==> src/rtl/red_pitaya_fads_pkg.sv <==
// Shared constants for the FADS sort scheduler: register map, FSM encoding, reset defaults.
// Pure declarations; no latency or backpressure of its own.
`timescale 1ns/1ps
package red_pitaya_fads_pkg;

    localparam logic [19:0] REG_CTRL     = 20'h00;
    localparam logic [19:0] REG_DELAY    = 20'h04;
    localparam logic [19:0] REG_DURATION = 20'h08;
    localparam logic [19:0] REG_GAP      = 20'h0C;
    localparam logic [19:0] REG_STATUS   = 20'h10;
    localparam logic [19:0] REG_ACCEPTED = 20'h14;
    localparam logic [19:0] REG_DROPPED  = 20'h18;
    localparam logic [19:0] REG_FIRED    = 20'h1C;
    localparam logic [19:0] REG_LATE     = 20'h20;
    localparam logic [19:0] REG_CNT_CLR  = 20'h24;

    localparam int CTRL_ENABLE_BIT = 0;
    localparam int CTRL_FLUSH_BIT  = 1;

    localparam logic [31:0] DELAY_RST    = 32'd31250;
    localparam logic [31:0] DURATION_RST = 32'd125000;
    localparam logic [31:0] GAP_RST      = 32'd0;

    typedef enum logic [1:0] {
        ST_IDLE  = 2'd0,
        ST_PULSE = 2'd1,
        ST_GAP   = 2'd2
    } sort_state_e;

    function automatic logic [31:0] sat_inc(input logic [31:0] v);
        return (v == 32'hFFFF_FFFF) ? v : v + 32'd1;
    endfunction

endpackage

==> src/rtl/red_pitaya_sort_fifo.sv <==
// Pending-event FIFO of due timestamps; head/count/full reflect the registered state.
// One-cycle push-to-head latency; pushes while full are ignored, flush beats push and pop.
`timescale 1ns/1ps
module red_pitaya_sort_fifo #(
    parameter int TW         = 32,
    parameter int DEPTH_LOG2 = 3
) (
    input  logic                  clk_i,
    input  logic                  rst_i,
    input  logic                  push_i,
    input  logic                  pop_i,
    input  logic                  flush_i,
    input  logic [TW-1:0]         din_i,
    output logic [TW-1:0]         head_o,
    output logic [DEPTH_LOG2:0]   count_o,
    output logic                  full_o
);
    localparam int DEPTH = 1 << DEPTH_LOG2;
    localparam int CW    = DEPTH_LOG2 + 1;

    logic [TW-1:0]         mem_q [DEPTH];
    logic [DEPTH_LOG2-1:0] wr_ptr_q, wr_ptr_d, rd_ptr_q, rd_ptr_d;
    logic [CW-1:0]         count_q, count_d;
    logic                  do_push, do_pop;

    assign full_o  = (count_q == CW'(DEPTH));
    assign do_push = push_i && !full_o && !flush_i;
    assign do_pop  = pop_i && (count_q != '0) && !flush_i;

    always_comb begin
        wr_ptr_d = wr_ptr_q;
        rd_ptr_d = rd_ptr_q;
        count_d  = count_q;
        if (flush_i) begin
            wr_ptr_d = '0;
            rd_ptr_d = '0;
            count_d  = '0;
        end else begin
            if (do_push) wr_ptr_d = wr_ptr_q + (DEPTH_LOG2)'(1);
            if (do_pop)  rd_ptr_d = rd_ptr_q + (DEPTH_LOG2)'(1);
            case ({do_push, do_pop})
                2'b10:   count_d = count_q + CW'(1);
                2'b01:   count_d = count_q - CW'(1);
                default: count_d = count_q;
            endcase
        end
    end

    always_ff @(posedge clk_i or posedge rst_i) begin
        if (rst_i) begin
            wr_ptr_q <= '0;
            rd_ptr_q <= '0;
            count_q  <= '0;
        end else begin
            wr_ptr_q <= wr_ptr_d;
            rd_ptr_q <= rd_ptr_d;
            count_q  <= count_d;
        end
    end

    // Storage needs no reset: count_q gates every read of it.
    always_ff @(posedge clk_i) begin
        if (do_push) mem_q[wr_ptr_q] <= din_i;
    end

    assign head_o  = mem_q[rd_ptr_q];
    assign count_o = count_q;

endmodule

==> src/rtl/red_pitaya_sort_scheduler.sv <==
// Queues classifier requests with their due time and emits one sort pulse per due entry.
// Pulse rises sort_delay+2 cycles after the request; no backpressure, requests to a full queue are dropped and counted.
`timescale 1ns/1ps
module red_pitaya_sort_scheduler
    import red_pitaya_fads_pkg::*;
#(
    parameter int DEPTH_LOG2 = 3,
    parameter int TW         = 32
) (
    input  logic        adc_clk_i,
    input  logic        adc_rst_i,
    input  logic        sort_req_i,
    output logic        sort_trig_o,
    output logic        busy_o,
    input  logic [31:0] sys_addr,
    input  logic [31:0] sys_wdata,
    input  logic [3:0]  sys_sel,
    input  logic        sys_wen,
    input  logic        sys_ren,
    output logic [31:0] sys_rdata,
    output logic        sys_err,
    output logic        sys_ack
);
    localparam int CW = DEPTH_LOG2 + 1;

    logic [19:0]   reg_addr;
    logic [TW-1:0] wr_val;
    logic          flush, cnt_clr, unused_bus;

    assign reg_addr   = sys_addr[19:0];
    assign wr_val     = TW'(sys_wdata);
    assign flush      = sys_wen && (reg_addr == REG_CTRL) && sys_wdata[CTRL_FLUSH_BIT];
    assign cnt_clr    = sys_wen && (reg_addr == REG_CNT_CLR);
    assign unused_bus = ^{sys_sel, sys_addr[31:20]};

    logic          enable_q, enable_d;
    logic [TW-1:0] delay_q, delay_d, dur_q, dur_d, gap_q, gap_d;

    always_comb begin
        enable_d = enable_q;
        delay_d  = delay_q;
        dur_d    = dur_q;
        gap_d    = gap_q;
        if (sys_wen) begin
            case (reg_addr)
                REG_CTRL:     enable_d = sys_wdata[CTRL_ENABLE_BIT];
                REG_DELAY:    delay_d  = {1'b0, wr_val[TW-2:0]};
                REG_DURATION: dur_d    = wr_val;
                REG_GAP:      gap_d    = wr_val;
                default:      ;
            endcase
        end
    end

    logic [TW-1:0] ts_q, ts_d, head, ts_head_diff;
    logic [CW-1:0] fill;
    logic          full, req_ok, push, drop, pop, head_due;

    assign ts_d   = ts_q + TW'(1);
    assign req_ok = sort_req_i && enable_q && !flush;
    assign push   = req_ok && !full;
    assign drop   = req_ok && full;

    // Entries carry the timestamp that is current once they become visible at the head.
    red_pitaya_sort_fifo #(
        .TW         (TW),
        .DEPTH_LOG2 (DEPTH_LOG2)
    ) u_fifo (
        .clk_i   (adc_clk_i),
        .rst_i   (adc_rst_i),
        .push_i  (push),
        .pop_i   (pop),
        .flush_i (flush),
        .din_i   (ts_d + delay_q),
        .head_o  (head),
        .count_o (fill),
        .full_o  (full)
    );

    assign ts_head_diff = ts_q - head;
    assign head_due     = (fill != '0) && !ts_head_diff[TW-1];

    sort_state_e   state_q, state_d;
    logic [TW-1:0] cnt_q, cnt_d;
    logic          fire, fire_late, trig_q, trig_d;

    always_comb begin
        state_d   = state_q;
        cnt_d     = cnt_q;
        pop       = 1'b0;
        fire      = 1'b0;
        fire_late = 1'b0;
        case (state_q)
            ST_IDLE: begin
                if (head_due) begin
                    pop = 1'b1;
                    if (dur_q != '0) begin
                        state_d   = ST_PULSE;
                        cnt_d     = dur_q;
                        fire      = 1'b1;
                        fire_late = (ts_q != head);
                    end
                end
            end
            ST_PULSE: begin
                if (cnt_q <= TW'(1)) begin
                    state_d = (gap_q != '0) ? ST_GAP : ST_IDLE;
                    cnt_d   = gap_q;
                end else begin
                    cnt_d = cnt_q - TW'(1);
                end
            end
            ST_GAP: begin
                if (cnt_q <= TW'(1)) state_d = ST_IDLE;
                else                 cnt_d   = cnt_q - TW'(1);
            end
            default: state_d = ST_IDLE;
        endcase
        if (flush) begin
            state_d = ST_IDLE;
            cnt_d   = '0;
            pop     = 1'b0;
            fire    = 1'b0;
        end
    end

    // Output register trails the state by one cycle, giving the fixed delay+2 latency.
    assign trig_d = (state_q == ST_PULSE) && !flush;
    assign busy_o = (fill != '0) || (state_q != ST_IDLE);

    logic [31:0] accepted_q, accepted_d, dropped_q, dropped_d;
    logic [31:0] fired_q, fired_d, late_q, late_d;

    always_comb begin
        accepted_d = accepted_q;
        dropped_d  = dropped_q;
        fired_d    = fired_q;
        late_d     = late_q;
        if (cnt_clr) begin
            accepted_d = '0;
            dropped_d  = '0;
            fired_d    = '0;
            late_d     = '0;
        end else begin
            if (push)              accepted_d = sat_inc(accepted_q);
            if (drop)              dropped_d  = sat_inc(dropped_q);
            if (fire)              fired_d    = sat_inc(fired_q);
            if (fire && fire_late) late_d     = sat_inc(late_q);
        end
    end

    logic [31:0] status, rd_mux, rdata_q, rdata_d;
    logic        ack_q, ack_d;

    assign status = {20'd0, state_q, busy_o, full, 8'(fill)};

    always_comb begin
        rd_mux = '0;
        case (reg_addr)
            REG_CTRL:     rd_mux = {31'd0, enable_q};
            REG_DELAY:    rd_mux = 32'(delay_q);
            REG_DURATION: rd_mux = 32'(dur_q);
            REG_GAP:      rd_mux = 32'(gap_q);
            REG_STATUS:   rd_mux = status;
            REG_ACCEPTED: rd_mux = accepted_q;
            REG_DROPPED:  rd_mux = dropped_q;
            REG_FIRED:    rd_mux = fired_q;
            REG_LATE:     rd_mux = late_q;
            default:      rd_mux = '0;
        endcase
    end

    assign ack_d   = sys_wen | sys_ren;
    assign rdata_d = sys_ren ? rd_mux : '0;

    always_ff @(posedge adc_clk_i or posedge adc_rst_i) begin
        if (adc_rst_i) begin
            enable_q   <= 1'b1;
            delay_q    <= TW'(DELAY_RST);
            dur_q      <= TW'(DURATION_RST);
            gap_q      <= TW'(GAP_RST);
            ts_q       <= '0;
            state_q    <= ST_IDLE;
            cnt_q      <= '0;
            trig_q     <= 1'b0;
            accepted_q <= '0;
            dropped_q  <= '0;
            fired_q    <= '0;
            late_q     <= '0;
            rdata_q    <= '0;
            ack_q      <= 1'b0;
        end else begin
            enable_q   <= enable_d;
            delay_q    <= delay_d;
            dur_q      <= dur_d;
            gap_q      <= gap_d;
            ts_q       <= ts_d;
            state_q    <= state_d;
            cnt_q      <= cnt_d;
            trig_q     <= trig_d;
            accepted_q <= accepted_d;
            dropped_q  <= dropped_d;
            fired_q    <= fired_d;
            late_q     <= late_d;
            rdata_q    <= rdata_d;
            ack_q      <= ack_d;
        end
    end

    assign sort_trig_o = trig_q;
    assign sys_rdata   = rdata_q;
    assign sys_ack     = ack_q;
    assign sys_err     = 1'b0;

endmodule

==> config.mk <==
export PLATFORM = sky130hd
export DESIGN_NAME = red_pitaya_sort_scheduler
export DESIGN_NICKNAME = d
export VERILOG_FILES = /design/src/rtl/red_pitaya_fads_pkg.sv /design/src/rtl/red_pitaya_sort_fifo.sv /design/src/rtl/red_pitaya_sort_scheduler.sv
export SDC_FILE = /design/constraint.sdc
export NUM_CORES = 1
export LEC_CHECK = 0
export BUFFER_PORTS_ARGS = -buffer_cell sky130_fd_sc_hd__buf_2
export CAP_MARGIN = 20
export CELL_PAD_IN_SITES_DETAIL_PLACEMENT = 0
export CELL_PAD_IN_SITES_GLOBAL_PLACEMENT = 1
export CORE_ASPECT_RATIO = 1.5
export CORE_MARGIN = 4
export CORE_UTILIZATION = 35
export DETAILED_ROUTE_END_ITERATION = 8
export GPL_ROUTABILITY_DRIVEN = 0
export PLACE_DENSITY = 0.68
export SLEW_MARGIN = 10
export SYNTH_ARGS = -nofsm -noshare
export SYNTH_HDL_FRONTEND = slang
export SYNTH_SLANG_ARGS = --single-unit
==> constraint.sdc <==
create_clock -name adc_clk_i -period 20.4 [get_ports adc_clk_i]
set_input_delay 1.02 -clock adc_clk_i [delete_from_list [all_inputs] [get_ports adc_clk_i]]
set_output_delay 1.02 -clock adc_clk_i [all_outputs]
set_load 0.01 [all_outputs]
==> impl_summary.txt, run 1 <==
----------------------------------------------------
[Outcome]
  Result of the run ... complete, no violations

[Yosys]
  Post-synthesis area per instance ... 12.4 µm²
  Most instantiated flip-flop cell in the synthesis netlist ... sky130_fd_sc_hd__dfrtp_1
  Fraction of synthesis flops using an asynchronous set or reset pin ... 56.6%
  Fraction of synthesized area in multiplexers ... 10.6%
  Top area cells in the synthesized netlist ... sky130_fd_sc_hd__dfrtp_1 (28%), sky130_fd_sc_hd__edfxtp_1 (27%), sky130_fd_sc_hd__mux4_2 (5.0%)
  Cell type with the largest total area after synthesis ... sky130_fd_sc_hd__dfrtp_1
  Total nets after synthesis ... 2466
  Main combinational cell family by area after synthesis ... simple AND/OR/NAND/NOR gates
  Parity-gate share of the synthesized area counting xor and xnor cells ... 5.85%
  Total of flip-flops plus latches after synthesis ... 590
  Post-synthesis simple-gate area fraction ... 12.1%
  Synth Instances ... 2315
  Fraction of the yosys area taken by sequential cells ... 56.2%
  Number of distinct standard cells referenced by the synthesized netlist ... 68
  Count of flip-flops with a built-in enable after synthesis ... 256
  Compound-cell area share of the yosys netlist ... 9.85%
  YS warnings ... 0
  Adder and majority cell fraction of the synthesized area ... 3.47%
  Area share of the leading cell type in the synthesized netlist ... 27.9%
  Syn Std Cell Area ... 0.0286 mm²

[Run]
  Number of maximum-capacitance constraint violations ... 0

[STA]
  Clock period minus worst slack ... 6.58 ns
  Hold Violations, Final ... 0
  Sum of negative setup slack ... 0 ns
  Rel. slew slack ... 26.2%
  # setup viols final ... 0
  Period Utilization, post-route ... 32.3%
  Actual transition at the worst max-transition pin ... 1.10 ns
  RSZ-0062 raised after global routing ... false
  Number of max-slew violations in the final report ... 0
  Fmax ... 152 MHz
  Post-route clock skew ... 0.0156 ns

[Critical path]
  Data arrival time at the worst-slack endpoint ... 7.06 ns
  Worst path buffer plus inverter count ... 2
  Slowest stage delay, CP ... 0.78 ns
  Critical Path Source Type ... flip-flop
  Number of cells on the worst reg-to-reg path ... 20
  Critical path required time ... 20.88 ns
  Type of element capturing the critical path ... flip-flop
  FF-to-FF Start ... u_fifo.rd_ptr_q[0]
  Most repeated library cell on the critical path ... sky130_fd_sc_hd__mux2i_1
  FF-to-FF End ... u_fifo.count_o[3]
  Cell with the largest stage delay on the worst path ... sky130_fd_sc_hd__dfrtp_4
  Crit Path Class ... flip-flop to flip-flop
  Critical path fanouts, max ... 41
  Kind of cell with the highest combined delay on the critical path ... compound AO/OA/AOI/OAI gates
  Crit path cell chain ... buf_4 -> mux4_2 -> mux2i_1 -> ha_1 -> a211oi_1 -> o21ai_0 -> a221oi_1 -> o32ai_1 -> a211o_1 -> a31oi_1 -> mux2i_1 -> buf_4 -> nor2_1 -> ha_1 -> a21o_1 -> a21oi_1 -> nor2_1 -> mux2_2 -> mux2i_1 -> o22ai_1
  Register-to-register setup slack ... 13.82 ns

[Global route]
  Gr ovfl total ... 0
  Largest net degree at the start of global routing ... 81
  Vias in the first global route ... 20555
  Global-route wire length before repair ... 126000 µm
  Global-route usage over all layers ... 19.1%
  Antenna violations before repair ... 3

[Clock tree]
  Clock buffers created by TritonCTS ... 54
  Clock tree from TritonCTS ... built
  Clock net sink count ... 590
  Clock insertion delay at the later pin of the skew report ... 0.61 ns
  Buffer levels on the longest clock path ... 3
  # hold bufs at CTS ... 0
  Clock transition at the register clock pins on the worst setup and hold paths after CTS ... 0.07 ns
  Root buffer selected by CTS ... sky130_fd_sc_hd__clkbuf_16
  Post-CTS Resized ... 0
  Post-CTS Setup Bufs ... 0
  Number of levels in the clock H-tree ... 2

[Finish]
  Most common cell after layout, fill and taps aside ... sky130_fd_sc_hd__dfrtp_1
  Most frequent cells in the layout ... sky130_fd_sc_hd__dfrtp_1 (316), sky130_fd_sc_hd__edfxtp_1 (256), sky130_fd_sc_hd__nor2_1 (162)
  Layout cell share with drive strength beyond 1 ... 18.1%
  Largest reg by FF count ... u_fifo.mem_q
  Post-synthesis to final-layout area growth ... 12.8%
  Nets ... 2537
  Layout Cell Area excl Fill ... 0.0322 mm²
  Flip-flop count of the largest register, all copies and words added ... 256

[Drt]
  Number of nets with antenna violations after routing ... 0
  Routed wire per std cell ... 23.8 µm
  Post-detailed-route DRC marker count ... 0
  Number of search-and-repair iterations in the first detailed-routing pass ... 9
  Total via count after detailed routing ... 19692
  Wirelength, routed ... 82800 µm
  Mean number of vias per cell ... 5.67
  Number of violations reported at the end of detailed-routing iteration 0 ... 1377

[Power]
  Cell leakage power ... 13.5 nW
  Overall power of the completed layout ... 0.00261 W
  Power per cell area ... 81.0 mW/mm²
  Largest vdd supply drop ... 0.0000601 V

[Floorplan]
  Chip height ... 358 µm
  Die width ... 241 µm
  Number of rows created at floorplan ... 128
  Area of the placeable core ... 0.0812 mm²
  Area of the die ... 0.0864 mm²
  I/O pin cnt ... 109
  Starting density of the core ... 35.2%

[Placed design]
  Hpwl dp ... 58800 µm
  Quantity of I/O buffers inserted on ports ... 91
  Post-Place Cell Area ... 0.0303 mm²

[Worst hold path]
  Tightest Hold Check Type ... input port to asynchronous set/reset pin

----------------------------------------------------
worst reg2reg max path: cells and delay by family (launching register included):
family | cells | cell delay, ns
compound gates | 9 | 2.36
fa+ha+maj | 2 | 0.57
buf+inv | 2 | 0.99
flops | 1 | 0.78
mux | 5 | 1.40
simple gates | 2 | 0.35
metal layers:
layer | part of all wire (%) | GRT usage [%]
met1 | 38 | 22.3
met2 | 52 | 34.2
met3 | 4.3 | 2.06
met4 | 6.3 | 10.3
met5 | 0 | 0
worst max-delay path by stage:
| stage | startpoint | end | slack [ns] | cells past startpoint |
|---|---|---|---|---|
| finish | u_fifo.rd_ptr_q[0] | u_fifo.count_o[3] | 13.82 | 20 |
| global route | u_fifo.rd_ptr_q[0] | u_fifo.count_o[3] | 13.29 | 20 |
| CTS | u_fifo.rd_ptr_q[0] | u_fifo.count_o[3] | 13.68 | 20 |
| detailed placement | u_fifo.rd_ptr_q[0] | fired_q[17] | 13.73 | 14 |
| global placement | u_fifo.rd_ptr_q[0] | fired_q[17] | 13.76 | 14 |
| floorplan | adc_rst_i | accepted_q[0] | 10.15 | 1 |
power by group:
group          switching [W]  leakage (nW)  internal (W)  total (W)
logic               0.000130          5.12      0.000111   0.000241
registers          0.0000436          7.47       0.00124    0.00129
clock network       0.000465         0.925      0.000620    0.00109
total               0.000639          13.5       0.00197    0.00261
logic make-up (layout without fill, tap and decap cells):
| logic type | Yosys count | after routing |
|---|---|---|
| compound gates | 410 | 410 |
| xor+xnor | 191 | 191 |
| other cells | 1 | 2 |
| simple gates | 693 | 693 |
| flops | 590 | 590 |
| mux | 209 | 209 |
| fa+ha+maj | 78 | 78 |
| buf+inv | 143 | 260 |
through the flow:
| step | setup WS [ns] | cells | hold WS [ns] | utilization (%) |
|---|---|---|---|---|
| floorplan | 10.15 | 2315 | 0.490 | - |
| global route | 13.29 | 3472 | 0.471 | 39.7 |
| global placement | 13.76 | 3368 | 0.524 | 37.3 |
| CTS | 13.68 | 3470 | 0.460 | 39.6 |
| finish | 13.82 | 3473 | 0.430 | 39.7 |
| detailed placement | 13.73 | 3368 | 0.518 | 37.3 |
cell usage after synthesis, types with 44 or more instances:
| cell type | count |
|---|---|
| sky130_fd_sc_hd__mux2_2 | 101 |
| sky130_fd_sc_hd__and3_1 | 49 |
| sky130_fd_sc_hd__nand3_1 | 91 |
| sky130_fd_sc_hd__xor2_1 | 94 |
| sky130_fd_sc_hd__xnor2_1 | 97 |
| sky130_fd_sc_hd__nor2_1 | 169 |
| sky130_fd_sc_hd__o21ai_0 | 66 |
| sky130_fd_sc_hd__ha_1 | 76 |
| sky130_fd_sc_hd__clkbuf_1 | 79 |
| sky130_fd_sc_hd__nand4_1 | 56 |
| sky130_fd_sc_hd__mux4_2 | 64 |
| sky130_fd_sc_hd__nand2_1 | 153 |
| sky130_fd_sc_hd__a21oi_1 | 70 |
| sky130_fd_sc_hd__a22oi_1 | 66 |
| sky130_fd_sc_hd__edfxtp_1 | 256 |
| sky130_fd_sc_hd__dfrtp_1 | 319 |
| sky130_fd_sc_hd__mux2i_1 | 44 |
| sky130_fd_sc_hd__o211ai_1 | 55 |
cell type report:
cell class                      count  area [µm²]
Sequential cell                   590       16100
Timing Repair Buffer              131         788
Clock inverter                     34         408
Clock buffer                       68        1490
Multi-Input combinational cell   1582       12100
Antenna cell                        1        2.50
Tap cell                         1040        1300
Inverter                           27         109
Fill cell                        7594       49000
No activity file was read; power rests on OpenSTA's default activity.
==> run 2, diff against run 1 <==
- ABC_AREA: not set -> 1
- PLACE_DENSITY: 0.68 -> 0.74
- clock period: 20.4 -> 5.6 ns (I/O delays scaled with it)
==> run 2 against run 1 <==
Maximum frequency is 42% higher. Non-clock buffer count is 15 higher. Die area increased by 11%. Largest cell class unchanged. Highest routed layer unchanged.
==> impl_summary.txt, run 2 <==
----------------------------------------------------
[Clock tree]
  Clock tree from TritonCTS ... built (unchanged)
  Buffer levels on the longest clock path ... 3 (unchanged)
  Clock transition at the register clock pins on the worst setup and hold paths after CTS ... 0.06 ns (was 0.07 ns)
  Number of levels in the clock H-tree ... 2 (unchanged)
  Clock insertion delay at the later pin of the skew report ... 0.65 ns (was 0.61 ns)
  Root buffer selected by CTS ... sky130_fd_sc_hd__clkbuf_16 (unchanged)
  Clock buffers created by TritonCTS ... 56 (was 54)
  Clock net sink count ... 590 (unchanged)
  Post-CTS Setup Bufs ... 0 (unchanged)

[Critical path]
  Crit path cell chain ... clkinv_2 -> buf_4 -> o21ai_0 -> o22ai_1 -> o21ai_0 -> ha_1 -> nand3_1 -> nor3_1 -> nand2_1 -> nor2_1 -> nand2_1 -> nand2_1 -> nand2_1 -> nand2_2 -> nand3_2 -> inv_2 -> nand2_1 -> inv_1 -> ha_1 -> a21oi_1 -> nand2_1 -> xor2_1 -> xor2_1 -> o21ai_1 (was buf_4 -> mux4_2 -> mux2i_1 -> ha_1 -> a211oi_1 -> o21ai_0 -> a221oi_1 -> o32ai_1 -> a211o_1 -> a31oi_1 -> mux2i_1 -> buf_4 -> nor2_1 -> ha_1 -> a21o_1 -> a21oi_1 -> nor2_1 -> mux2_2 -> mux2i_1 -> o22ai_1)
  Number of stages on the worst setup path ... 24 (was 20)
  Data arrival time at the worst-slack endpoint ... 5.16 ns (was 7.06 ns)
  FF-to-FF Start ... u_fifo.rd_ptr_q[0] (unchanged)
  Slowest stage delay, CP ... 0.44 ns (was 0.78 ns)
  Kind of cell with the highest combined delay on the critical path ... simple AND/OR/NAND/NOR gates (was compound AO/OA/AOI/OAI gates)
  Critical Path Source Type ... flip-flop (unchanged)
  Critical path fanouts, max ... 34 (was 41)
  Critical path required time ... 6.12 ns (was 20.88 ns)
  Cell with the largest stage delay on the worst path ... sky130_fd_sc_hd__dfrtp_4 (unchanged)
  Type of element capturing the critical path ... flip-flop (unchanged)
  Worst path buffer plus inverter count ... 4 (was 2)
  FF-to-FF End ... u_fifo.count_o[3] (unchanged)
  Number of cells on the worst reg-to-reg path ... 24 (was 20)
  Most repeated library cell on the critical path ... sky130_fd_sc_hd__nand2_1 (was sky130_fd_sc_hd__mux2i_1)
  Crit Path Class ... flip-flop to flip-flop (unchanged)
  Register-to-register setup slack ... 0.96 ns (was 13.82 ns)

[STA]
  # setup viols final ... 0 (unchanged)
  RSZ-0062 raised after global routing ... false (unchanged)
  Post-route clock skew ... 0.0178 ns (was 0.0156 ns)
  Hold Violations, Final ... 0 (unchanged)
  Clock period minus worst slack ... 4.64 ns (was 6.58 ns)
  Fmax ... 216 MHz (was 152 MHz)
  Actual transition at the worst max-transition pin ... 1.02 ns (was 1.10 ns)
  Number of max-slew violations in the final report ... 0 (unchanged)
  Rel. slew slack ... 32.3% (was 26.2%)
  Sum of negative setup slack ... 0 ns (unchanged)
  Period Utilization, post-route ... 82.8% (was 32.3%)

[Yosys]
  Fraction of the yosys area taken by sequential cells ... 50.4% (was 56.2%)
  Area share of the leading cell type in the synthesized netlist ... 25.0% (was 27.9%)
  Top area cells in the synthesized netlist ... sky130_fd_sc_hd__dfrtp_1 (25%), sky130_fd_sc_hd__edfxtp_1 (24%), sky130_fd_sc_hd__nand2_1 (7.9%) (was sky130_fd_sc_hd__dfrtp_1 (28%), sky130_fd_sc_hd__edfxtp_1 (27%), sky130_fd_sc_hd__mux4_2 (5.0%))
  Cell with the most instances after synthesis ... sky130_fd_sc_hd__nand2_1 (was sky130_fd_sc_hd__dfrtp_1)
  Count of flip-flops with a built-in enable after synthesis ... 256 (unchanged)
  Number of distinct standard cells referenced by the synthesized netlist ... 66 (was 68)
  Total nets after synthesis ... 3892 (was 2466)
  Syn Std Cell Area ... 0.0319 mm² (was 0.0286 mm²)
  Most instantiated flip-flop cell in the synthesis netlist ... sky130_fd_sc_hd__dfrtp_1 (unchanged)
  Cell type with the largest total area after synthesis ... sky130_fd_sc_hd__dfrtp_1 (unchanged)
  YS warnings ... 0 (unchanged)
  Post-synth top cells ... sky130_fd_sc_hd__nand2_1 (675), sky130_fd_sc_hd__nor2_1 (461), sky130_fd_sc_hd__inv_1 (409) (was sky130_fd_sc_hd__dfrtp_1 (319), sky130_fd_sc_hd__edfxtp_1 (256), sky130_fd_sc_hd__nor2_1 (169))
  Synth Instances ... 3741 (was 2315)
  Total of flip-flops plus latches after synthesis ... 590 (unchanged)
  Post-synthesis area per instance ... 8.52 µm² (was 12.4 µm²)
  Fraction of synthesis flops using an asynchronous set or reset pin ... 56.6% (unchanged)

[Power]
  Internal power ... 0.00811 W (was 0.00197 W)
  Share of total power consumed by net switching ... 34.5% (was 24.4%)
  Largest vdd supply drop ... 0.000221 V (was 0.0000601 V)
  Cell leakage power ... 15.9 nW (was 13.5 nW)
  Switching power summed over all nets ... 0.00428 W (was 0.000639 W)
  Fraction of power consumed by sequential logic ... 38.6% (was 49.2%)
  Proportion of power drawn by the clock network ... 33.5% (was 41.5%)
  Combinational fraction of design power ... 27.9% (was 9.2%)
  Power per cell area ... 347 mW/mm² (was 81.0 mW/mm²)

[Drt]
  Post-detailed-route DRC marker count ... 0 (unchanged)
  Number of nets with antenna violations after routing ... 0 (unchanged)
  Total via count after detailed routing ... 26900 (was 19692)
  Wirelength, routed ... 109000 µm (was 82800 µm)
  Number of search-and-repair iterations in the first detailed-routing pass ... 6 (was 9)
  Routed wire per std cell ... 21.8 µm (was 23.8 µm)
  Number of violations reported at the end of detailed-routing iteration 0 ... 2238 (was 1377)
  Mean number of vias per cell ... 5.37 (was 5.67)

[Finish]
  Nets ... 3951 (was 2537)
  Flip-flop count of the largest register, all copies and words added ... 256 (unchanged)
  Post-synthesis to final-layout area growth ... 12.1% (was 12.8%)
  Most common cell after layout, fill and taps aside ... sky130_fd_sc_hd__nand2_1 (was sky130_fd_sc_hd__dfrtp_1)
  Ant diodes ... 0 (was 1)
  Layout Cell Area excl Fill ... 0.0357 mm² (was 0.0322 mm²)
  Most frequent cells in the layout ... sky130_fd_sc_hd__nand2_1 (674), sky130_fd_sc_hd__nor2_1 (452), sky130_fd_sc_hd__inv_1 (407) (was sky130_fd_sc_hd__dfrtp_1 (316), sky130_fd_sc_hd__edfxtp_1 (256), sky130_fd_sc_hd__nor2_1 (162))
  Layout cell share with drive strength beyond 1 ... 9.04% (was 18.1%)
  Largest reg by FF count ... u_fifo.mem_q (unchanged)

[Global route]
  Vias in the first global route ... 26433 (was 20555)
  Global-route usage over all layers ... 22.6% (was 19.1%)
  Global-route wire length before repair ... 164000 µm (was 126000 µm)
  Antenna violations before repair ... 2 (was 3)
  Gr ovfl total ... 0 (unchanged)
  Largest net degree at the start of global routing ... 151 (was 81)

[Floorplan]
  Starting density of the core ... 35.3% (was 35.2%)
  Die width ... 254 µm (was 241 µm)
  Number of rows created at floorplan ... 135 (was 128)
  Chip height ... 378 µm (was 358 µm)
  Area of the placeable core ... 0.0904 mm² (was 0.0812 mm²)
  I/O pin cnt ... 109 (unchanged)
  Area of the die ... 0.0961 mm² (was 0.0864 mm²)

[Worst hold path]
  Worst-case hold path end point ... dur_q[15]
  Hold Startpoint ... sys_wdata[15]
  Tightest Hold Check Type ... input port to flip-flop (was input port to asynchronous set/reset pin)
  Cells on Worst Hold Path ... 3

[Placed design]
  Hpwl dp ... 81300 µm (was 58800 µm)
  Post-Place Cell Area ... 0.0336 mm² (was 0.0303 mm²)
  Quantity of I/O buffers inserted on ports ... 91 (unchanged)

[Outcome]
  Result of the run ... complete, no violations (unchanged)

[Run]
  Number of maximum-capacitance constraint violations ... 0 (unchanged)

----------------------------------------------------
==> run 2: cell count changes in the layout (fill, tap and decap cells not counted), sizes merged, moves of 64 or more <==
| cell | before | now |
|---|---|---|
| inv | 29 | 435 |
| mux2 | 101 | 0 |
| mux4 | 64 | 0 |
| nand2 | 153 | 683 |
| nor2 | 170 | 476 |
| nor3 | 33 | 120 |
| o21ai | 67 | 450 |
| o22ai | 3 | 107 |
| xnor2 | 97 | 20 |
==> run 2: per-layer routing <==
| layer | global-route usage, % | routed length, µm | up-vias |
|---|---|---|---|
| li1 | - | - | 12842 |
| met4 | 13.4 | 7800 | 0 |
| met5 | 0 | 0 | - |
| met1 | 26.6 | 42100 | 12925 |
| met3 | 2.58 | 5450 | 246 |
| met2 | 39.4 | 53900 | 887 |
==> run 2: worst min-delay path, delay by kind of cell <==
family	cells	cell delay [ns]
buffers and inverters	2	0.25
AOI/OAI and AO/OA	1	0.12
==> run 2: cells by family after synthesis <==
family / after synthesis / synth area share, %
adder cells (fa/ha/maj): 78 / 3.11
other: 1 / 0.0118
XOR/XNOR: 132 / 3.63
buffers and inverters: 580 / 7.32
AND/OR/NAND/NOR: 1566 / 21.4
AO/OA/AOI/OAI: 794 / 14.1
flip-flops: 590 / 50.4
==> run 2: repair_timing <==
item	4_1_cts	5_1_grt
hold endpoints to repair	143	0
hold buffers	11	0
resized for setup	0	0
==> run 2: worst max path at each step <==
| stage | start | to |
|---|---|---|
| after detailed placement | u_fifo.rd_ptr_q[0] | u_fifo.count_o[3] |
| final | u_fifo.rd_ptr_q[0] | u_fifo.count_o[3] |
| after global routing | u_fifo.rd_ptr_q[0] | u_fifo.count_o[3] |
| after CTS | u_fifo.rd_ptr_q[0] | u_fifo.count_o[3] |
| after global placement | u_fifo.rd_ptr_q[0] | u_fifo.count_o[3] |
| after floorplan | adc_rst_i | accepted_q[0] |
==> run 2: area by class of cell <==
class                           instances  area, µm²
Fill cell                            9099      54600
Sequential cell                       590      16100
Multi-Input combinational cell       2571      13600
Inverter                              435       1640
Clock buffer                           68       1490
Tap cell                             1164       1460
Timing Repair Buffer                  146       1030
Clock inverter                         38        499
==> run 2: per-stage QoR <==
| stage | std cells | util, % | hold WS (ns) | total power (W) | worst slack [ns] |
|---|---|---|---|---|---|
| CTS | 5011 | 39.5 | 0.00166 | 0.0125 | 0.928 |
| finish | 5012 | 39.6 | 0.0196 | 0.0124 | 0.961 |
| floorplan | 3741 | - | 0.389 | 0.00729 | 0.870 |
| global placement | 4894 | 37.2 | 0.466 | 0.00830 | 1.01 |
| detailed placement | 4894 | 37.2 | 0.472 | 0.00834 | 0.946 |
| global route | 5012 | 39.6 | 0.0123 | 0.0131 | 0.534 |
==> run 2: power by group through the flow <==
| stage | combinational [W] | clock, W | sequential, W |
|---|---|---|---|
| after global routing | 0.00392 | 0.00438 | 0.00479 |
| after floorplan | 0.00250 | 0 | 0.00479 |
| after CTS | 0.00350 | 0.00421 | 0.00478 |
| final | 0.00346 | 0.00415 | 0.00478 |
| after detailed placement | 0.00347 | 0 | 0.00486 |
| after global placement | 0.00344 | 0 | 0.00486 |
